==> src/rtl/rob_pkg.sv <==
// rtl/rob_pkg.sv - shared sizing constants and entry/tag types for the reorder buffer
// No ports; imported by reorder_buffer and rob_retire_select.
package rob_pkg;

   localparam int ENTRIES  = 16;
   localparam int TAG_W    = 4;
   localparam int WIDTH    = 4;
   localparam int DATA_W   = 16;
   localparam int REG_W    = 4;
   localparam int WB_PORTS = 2;
   localparam int CNT_W    = TAG_W + 1;   // must hold 0..ENTRIES inclusive
   localparam int K_W      = 3;           // retire count 0..WIDTH

   typedef logic [TAG_W-1:0] rob_tag_t;

   typedef struct packed {
      logic              valid;
      logic              done;
      logic              has_dest;
      logic [REG_W-1:0]  target_reg;
      logic [DATA_W-1:0] data;
   } rob_entry_t;

endpackage

==> src/rtl/rob_retire_select.sv <==
// rtl/rob_retire_select.sv - counts retirable entries starting at head, capped at WIDTH
// Ports:
//   ready_vec  in   per-entry (valid & done), bit n = entry n
//   head       in   oldest entry pointer
//   k          out  number of consecutive ready entries from head (0..WIDTH)
module rob_retire_select
   import rob_pkg::*;
(
   input  logic [ENTRIES-1:0] ready_vec,
   input  rob_tag_t           head,
   output logic [K_W-1:0]     k
);

   logic     run;
   rob_tag_t idx;

   // Only the first WIDTH positions of the rotated window matter; the index
   // wraps naturally in TAG_W bits.
   always_comb begin
      k   = '0;
      run = 1'b1;
      idx = head;
      for (int i = 0; i < WIDTH; i++) begin
         idx = head + rob_tag_t'(i);
         run = run & ready_vec[idx];
         if (run) begin
            k = k + K_W'(1);
         end
      end
   end

endmodule

==> src/rtl/reorder_buffer.sv <==
// rtl/reorder_buffer.sv - 16-entry in-order retirement buffer feeding the regfile retire port
// Ports:
//   clk, rst_n                       clock, async active-low reset
//   alloc_valid/has_dest/target_reg  dispatch slots, slot 0 (oldest) in the MSB field
//   alloc_ready, alloc_tag_flat      dispatch accept and per-slot tag (combinational)
//   wb_valid/tag/data_flat           execution writeback, port 0 in the MSB field
//   flush                            synchronous squash of all entries
//   retirement_* / instruction_writer_flat  registered retire lanes, lane 0 = MSB = oldest
//   rob_count, rob_empty             occupancy
module reorder_buffer
   import rob_pkg::*;
(
   input  logic                       clk,
   input  logic                       rst_n,
   input  logic [WIDTH-1:0]           alloc_valid_flat,
   input  logic [WIDTH-1:0]           alloc_has_dest_flat,
   input  logic [WIDTH*REG_W-1:0]     alloc_target_reg_flat,
   output logic                       alloc_ready,
   output logic [WIDTH*TAG_W-1:0]     alloc_tag_flat,
   input  logic [WB_PORTS-1:0]        wb_valid_flat,
   input  logic [WB_PORTS*TAG_W-1:0]  wb_tag_flat,
   input  logic [WB_PORTS*DATA_W-1:0] wb_data_flat,
   input  logic                       flush,
   output logic [WIDTH-1:0]           retirement_write_data_enable_flat,
   output logic [WIDTH*REG_W-1:0]     retirement_target_reg_flat,
   output logic [WIDTH*DATA_W-1:0]    retirement_write_data_flat,
   output logic [WIDTH*TAG_W-1:0]     instruction_writer_flat,
   output logic [CNT_W-1:0]           rob_count,
   output logic                       rob_empty
);

   rob_entry_t          rob_q [ENTRIES];
   rob_tag_t            head_q;
   rob_tag_t            tail_q;
   logic [CNT_W-1:0]    count_q;

   logic [ENTRIES-1:0]  ready_vec;
   logic [K_W-1:0]      retire_k;
   logic [K_W-1:0]      alloc_n;
   logic                alloc_fire;
   rob_tag_t            slot_tag [WIDTH];
   rob_tag_t            lane_tag [WIDTH];
   rob_tag_t            wb_tag   [WB_PORTS];
   logic [DATA_W-1:0]   wb_data  [WB_PORTS];

   always_comb begin
      ready_vec = '0;
      for (int e = 0; e < ENTRIES; e++) begin
         ready_vec[e] = rob_q[e].valid & rob_q[e].done;
      end
   end

   rob_retire_select u_retire_select (
      .ready_vec (ready_vec),
      .head      (head_q),
      .k         (retire_k)
   );

   // Conservative: ignores entries that may retire this same cycle.
   assign alloc_ready = (count_q <= CNT_W'(ENTRIES - WIDTH));
   assign alloc_fire  = alloc_ready && (alloc_valid_flat != '0);
   assign rob_count   = count_q;
   assign rob_empty   = (count_q == '0);

   // Valid slots are packed onto consecutive tags; gaps consume no entry.
   always_comb begin
      alloc_n        = '0;
      alloc_tag_flat = '0;
      for (int i = 0; i < WIDTH; i++) begin
         slot_tag[i] = tail_q + rob_tag_t'(alloc_n);
         alloc_tag_flat[(WIDTH-1-i)*TAG_W +: TAG_W] = slot_tag[i];
         if (alloc_valid_flat[WIDTH-1-i]) begin
            alloc_n = alloc_n + K_W'(1);
         end
      end
   end

   always_comb begin
      for (int l = 0; l < WIDTH; l++) begin
         lane_tag[l] = head_q + rob_tag_t'(l);
      end
      for (int p = 0; p < WB_PORTS; p++) begin
         wb_tag[p]  = wb_tag_flat[(WB_PORTS-1-p)*TAG_W +: TAG_W];
         wb_data[p] = wb_data_flat[(WB_PORTS-1-p)*DATA_W +: DATA_W];
      end
   end

   always_ff @(posedge clk or negedge rst_n) begin
      if (!rst_n) begin
         head_q                            <= '0;
         tail_q                            <= '0;
         count_q                           <= '0;
         retirement_write_data_enable_flat <= '0;
         retirement_target_reg_flat        <= '0;
         retirement_write_data_flat        <= '0;
         instruction_writer_flat           <= '0;
         for (int e = 0; e < ENTRIES; e++) begin
            rob_q[e] <= '0;
         end
      end else if (flush) begin
         head_q                            <= '0;
         tail_q                            <= '0;
         count_q                           <= '0;
         retirement_write_data_enable_flat <= '0;
         retirement_target_reg_flat        <= '0;
         retirement_write_data_flat        <= '0;
         instruction_writer_flat           <= '0;
         for (int e = 0; e < ENTRIES; e++) begin
            rob_q[e] <= '0;
         end
      end else begin
         // Highest port first so port 0's write lands last and wins a tag collision.
         for (int p = WB_PORTS-1; p >= 0; p--) begin
            if (wb_valid_flat[WB_PORTS-1-p] && rob_q[wb_tag[p]].valid) begin
               rob_q[wb_tag[p]].done <= 1'b1;
               rob_q[wb_tag[p]].data <= wb_data[p];
            end
         end

         for (int l = 0; l < WIDTH; l++) begin
            if (K_W'(l) < retire_k) begin
               retirement_write_data_enable_flat[WIDTH-1-l]          <= rob_q[lane_tag[l]].has_dest;
               retirement_target_reg_flat[(WIDTH-1-l)*REG_W +: REG_W] <= rob_q[lane_tag[l]].target_reg;
               retirement_write_data_flat[(WIDTH-1-l)*DATA_W +: DATA_W] <= rob_q[lane_tag[l]].data;
               instruction_writer_flat[(WIDTH-1-l)*TAG_W +: TAG_W]    <= lane_tag[l];
               rob_q[lane_tag[l]].valid <= 1'b0;
               rob_q[lane_tag[l]].done  <= 1'b0;
            end else begin
               retirement_write_data_enable_flat[WIDTH-1-l]          <= 1'b0;
               retirement_target_reg_flat[(WIDTH-1-l)*REG_W +: REG_W] <= '0;
               retirement_write_data_flat[(WIDTH-1-l)*DATA_W +: DATA_W] <= '0;
               instruction_writer_flat[(WIDTH-1-l)*TAG_W +: TAG_W]    <= '0;
            end
         end

         // Allocated entries are free slots at tail, never the retiring ones at head.
         if (alloc_fire) begin
            for (int i = 0; i < WIDTH; i++) begin
               if (alloc_valid_flat[WIDTH-1-i]) begin
                  rob_q[slot_tag[i]] <= '{valid:      1'b1,
                                          done:       1'b0,
                                          has_dest:   alloc_has_dest_flat[WIDTH-1-i],
                                          target_reg: alloc_target_reg_flat[(WIDTH-1-i)*REG_W +: REG_W],
                                          data:       '0};
               end
            end
            tail_q <= tail_q + rob_tag_t'(alloc_n);
         end

         head_q  <= head_q + rob_tag_t'(retire_k);
         count_q <= count_q + CNT_W'(alloc_fire ? alloc_n : K_W'(0)) - CNT_W'(retire_k);
      end
   end

endmodule

==> config.mk <==
export PLATFORM = sky130hd
export DESIGN_NAME = reorder_buffer
export DESIGN_NICKNAME = d
export VERILOG_FILES = /design/src/rtl/rob_pkg.sv /design/src/rtl/rob_retire_select.sv /design/src/rtl/reorder_buffer.sv
export SDC_FILE = /design/constraint.sdc
export NUM_CORES = 2
export LEC_CHECK = 0
export CELL_PAD_IN_SITES_DETAIL_PLACEMENT = 0
export CELL_PAD_IN_SITES_GLOBAL_PLACEMENT = 1
export CORE_MARGIN = 2
export CORE_UTILIZATION = 50
export DETAILED_ROUTE_END_ITERATION = 16
export GPL_TIMING_DRIVEN = 1
export PLACE_DENSITY = 0.88
export SLEW_MARGIN = 30
export SYNTH_ARGS = -nofsm -noshare
export SYNTH_HDL_FRONTEND = slang
export SYNTH_HIERARCHICAL = 1
export SYNTH_SLANG_ARGS = --single-unit
export TNS_END_PERCENT = 100
==> constraint.sdc <==
create_clock -name clk -period 4.8 [get_ports clk]
set_clock_uncertainty 0.2 [all_clocks]
set_input_delay 0.96 -clock clk [delete_from_list [all_inputs] [get_ports clk]]
set_output_delay 0.96 -clock clk [all_outputs]
set_load 0.02 [all_outputs]
==> results.md <==
* GP Congestion at 1.101
* Buf/Inv on CP at 4
* FF-to-FF End: rob_q[21]$_DFF_PN0_
* Cell taking the most area after synthesis: dfrtp_1
* Hold Crit Class: flop to flop
* Die Y at 277.7 µm
* Mapped Area at 37450 µm²
* Pwr Density at 324.6 nW/µm²
* Top cell type's share of synthesized area at 32.14%
* Crit path max-delay family: adder cells
* Synth Register Bits at a little under 500
* Via count at 34700
* Synthesis Warnings at 6
* CORE AREA at 74320 µm²
* Leakage at 17.10 nW
* Main synth FF type: dfrtp_1
* WL per Instance at ~34 µm
* Vias per Instance at 7.426
* CTS Sinks at 481
* FF-to-FF path depth at 14
* DR top layer: met5
* CP required at 3640 ps
* IO Count at 192
* Final wirelength at 159.7 mm
* WP depth at 9
* Root buffer cell: clkbuf_16
* Htree depth at 2
* Final setup vio count at 0
* CTS max path bufs at 3
* Final ANT Viol Nets at 0
* Initial Util at 50.40%
* Reg2reg start: head_q[0]$_DFF_PN0_
* Hold slack at between 300 and 400 ps
* Final period util at 95.20%
* Worst-path clk slew at 60 ps
* Die area at about 77000 µm²
* Starting DRC count in detailed routing at approximately 6000
* Max_cap viols at 0
* First-pass GRT wire length at 231.6 mm
* Crit. End Element: output pin
* Final instance area at roughly 43000 µm²
* Worst Setup Start Kind: primary input
* Syn Area/Cell at 10.69 µm²
* Crit-path max cell delay at 480 ps
* Fin. Hold Viols at 0
* Seq/Total Area, Yosys at 32.14%
* Dominant cell by count in the synthesized netlist: dfrtp_1
* Commonest cells in the netlist: dfrtp_1 (481), nor2_1 (425), mux2i_1 (419)
* Hold Crit Depth at 1
* Tmin final at 4570 ps
* Largest net degree at the start of global routing at 141
* Drt first pass iters at 8
* M1 WL at ~56 mm
* Worst-margin pin slew at approximately 1100 ps
* Routed length on met2 at roughly 66 mm
* Post-DP Area at 41510 µm²
* Vias in the first global route at 32670
* Ranking of synthesized cells by area: dfrtp_1 (32%), mux4_2 (21%), mux2i_1 (11%), a211oi_1 (4.6%), nor2_1 (4.3%)
* Synth Instances at 3504
* Post-Route Utilization at 58.45%
* Status: completed
* Gr ovfl total at 0
* Hold Path End: rob_q[205]$_DFF_PN0_
* TritonCTS clock tree: yes
* Port Buffers at 191
* CTS buffer count at 55
* Setup Buffers After CTS at 0
* Drc violations at 0
* Slowest CP cell: clkdlybuf4s50_1
* Slew headroom at 26.11%
* Worst skew pair latency at between 600 and 700 ps
* Source of the worst hold timing path: rob_q[205]$_DFF_PN0_
* Tot GR Track Use at 41.01%
* Worst endpoint data arrival time at 3410 ps
* Max Transition Viols Final at 0
* RSZ-0062 raised after global routing: no
* CP Max Fanout at 9
* Critical path type: primary input to output pin
* Detailed placer's ending HPWL at 109.9 mm
* Layout cell share with drive strength beyond 1 at ~22%
* Cell Chain, Critical Path: clkdlybuf4s50_1, inv_1, ha_1, xor2_1, ha_1, fa_1, xnor2_4, clkinv_4, dlygate4sd2_1
* Initial antenna violation count at 17
* Chip Width at 277.7 µm
* Peak supply drop at between 0.0003 and 0.0004 V
* Fmax at about 220 MHz
* Fillers at 6173
* Row count at 100
* Synthesis-to-finish area growth at 15.97%
* Cell variety after synth at 98
* Post-synth EDFFs at 0
* CP dominant cell by count: ha_1
* Flop2flop setup slack at slightly below 300 ps
* WL met3 at 25.30 mm
* Syn Nets at 3618
* Nets@finish at around 3800
* Async S/R FF share, synth at 100.0%
## kinds of logic (layout without fill, tap and decap cells)
| kind of cell | count (synthesis) | after routing | synth area share [%] |
|---|---|---|---|
| mux | 813 | 813 | 33.86 |
| xor+xnor | 29 | 29 | 0.7283 |
| buf+inv | 413 | 602 | 5.041 |
| simple gates | 997 | 997 | 12.26 |
| other cells | 0 | 10 | 0 |
| flops | 481 | 481 | 32.14 |
| fa+ha+maj | 45 | 45 | 1.644 |
| compound gates | 726 | 726 | 14.33 |
## power breakdown
| part | switching, W | leakage (nW) | internal, W |
|---|---|---|---|
| registers | 0.000573 | 6.69 | 0.00428 |
| clock network | 0.00193 | 0.917 | 0.00247 |
| logic | 0.00294 | 9.50 | 0.00190 |
## layer usage
metal / global-route usage, % / up-vias
met2: 56.82 / 3085
li1: - / 13820
met1: 53.01 / 17070
met5: 0.9381 / -
met3: 16.42 / 707
met4: 26.56 / 14
## per-stage QoR
stage / instances / setup slack (ps) / total power [W] / setup TNS [ps]
after floorplan: 3504 / 345.1 / 0.007267 / 0
after global placement: 4561 / -226.2 / 0.009488 / -4278
after detailed placement: 4561 / -296.5 / 0.009529 / -7805
after CTS: 4660 / 25.82 / 0.01388 / 0
after global routing: 4671 / 84.27 / 0.01447 / 0
final: 4672 / 230.5 / 0.01410 / 0
## state kept, by name, indices dropped and copies added, names as in the netlist
| register | cells |
|---|---|
| instruction_writer_flat | 16 |
| retirement_target_reg_flat | 16 |
| head_q | 4 |
| tail_q | 4 |
| retirement_write_data_enable_flat | 4 |
| rob_q | 368 |
| retirement_write_data_flat | 64 |
| rob_count | 5 |
## final cells by class
class	instances	area (µm²)	area share [%]
multi-input combinational	2610	23700	54.56
tap	969	1212	2.791
clock buffer	82	1668	3.840
inverter	42	162.7	0.3745
clock inverter	17	190.2	0.4378
timing repair buffer	461	4431	10.20
antenna	10	25.02	0.05761
sequential	481	12050	27.74
## worst max-delay path by stage
| stage | endpoint | startpoint |
|---|---|---|
| after floorplan | rob_q[71]$_DFF_PN0_ | alloc_valid_flat[2] |
| after global placement | rob_q[352]$_DFF_PN0_ | alloc_valid_flat[2] |
| after detailed placement | rob_q[358]$_DFF_PN0_ | alloc_valid_flat[2] |
| after CTS | alloc_tag_flat[3] | alloc_valid_flat[2] |
| after global routing | rob_q[359]$_DFF_PN0_ | alloc_valid_flat[2] |
| final | alloc_tag_flat[2] | alloc_valid_flat[2] |
## worst reg2reg max path, cell delays in order, from the launching register on
cell	delay, ps
dfrtp_4	620
ha_1	280
xor2_1	130
buf_4	170
mux2i_1	220
nand3b_1	120
a31oi_1	290
ha_1	300
o31a_1	420
or3_1	480
and3_1	280
a221o_1	370
a311oi_1	260
buf_4	190
and3b_1	150
## what timing repair did
| item | CTS | global route |
|---|---|---|
| hold endpoints to repair | 0 | 12 |
| resized for setup | 1 | 4 |
| hold buffers | 0 | 1 |
| endpoints found under the setup margin | 1 | 3 |
## cells in the final DEF, fill, tap and decap left out, types with 55 or more instances in the layout
| master | count |
|---|---|
| clkbuf_16 | 55 |
| nor2b_1 | 55 |
| a21oi_1 | 139 |
| nand2_1 | 194 |
| dfrtp_1 | 477 |
| o21ai_0 | 68 |
| mux4_2 | 350 |
| a211oi_1 | 229 |
| and3_1 | 55 |
| clkdlybuf4s50_1 | 184 |
| mux2i_1 | 419 |
| nor2_1 | 423 |
| nand3_1 | 114 |
| buf_4 | 233 |
Note: power is estimated with default switching activity, not from simulation.
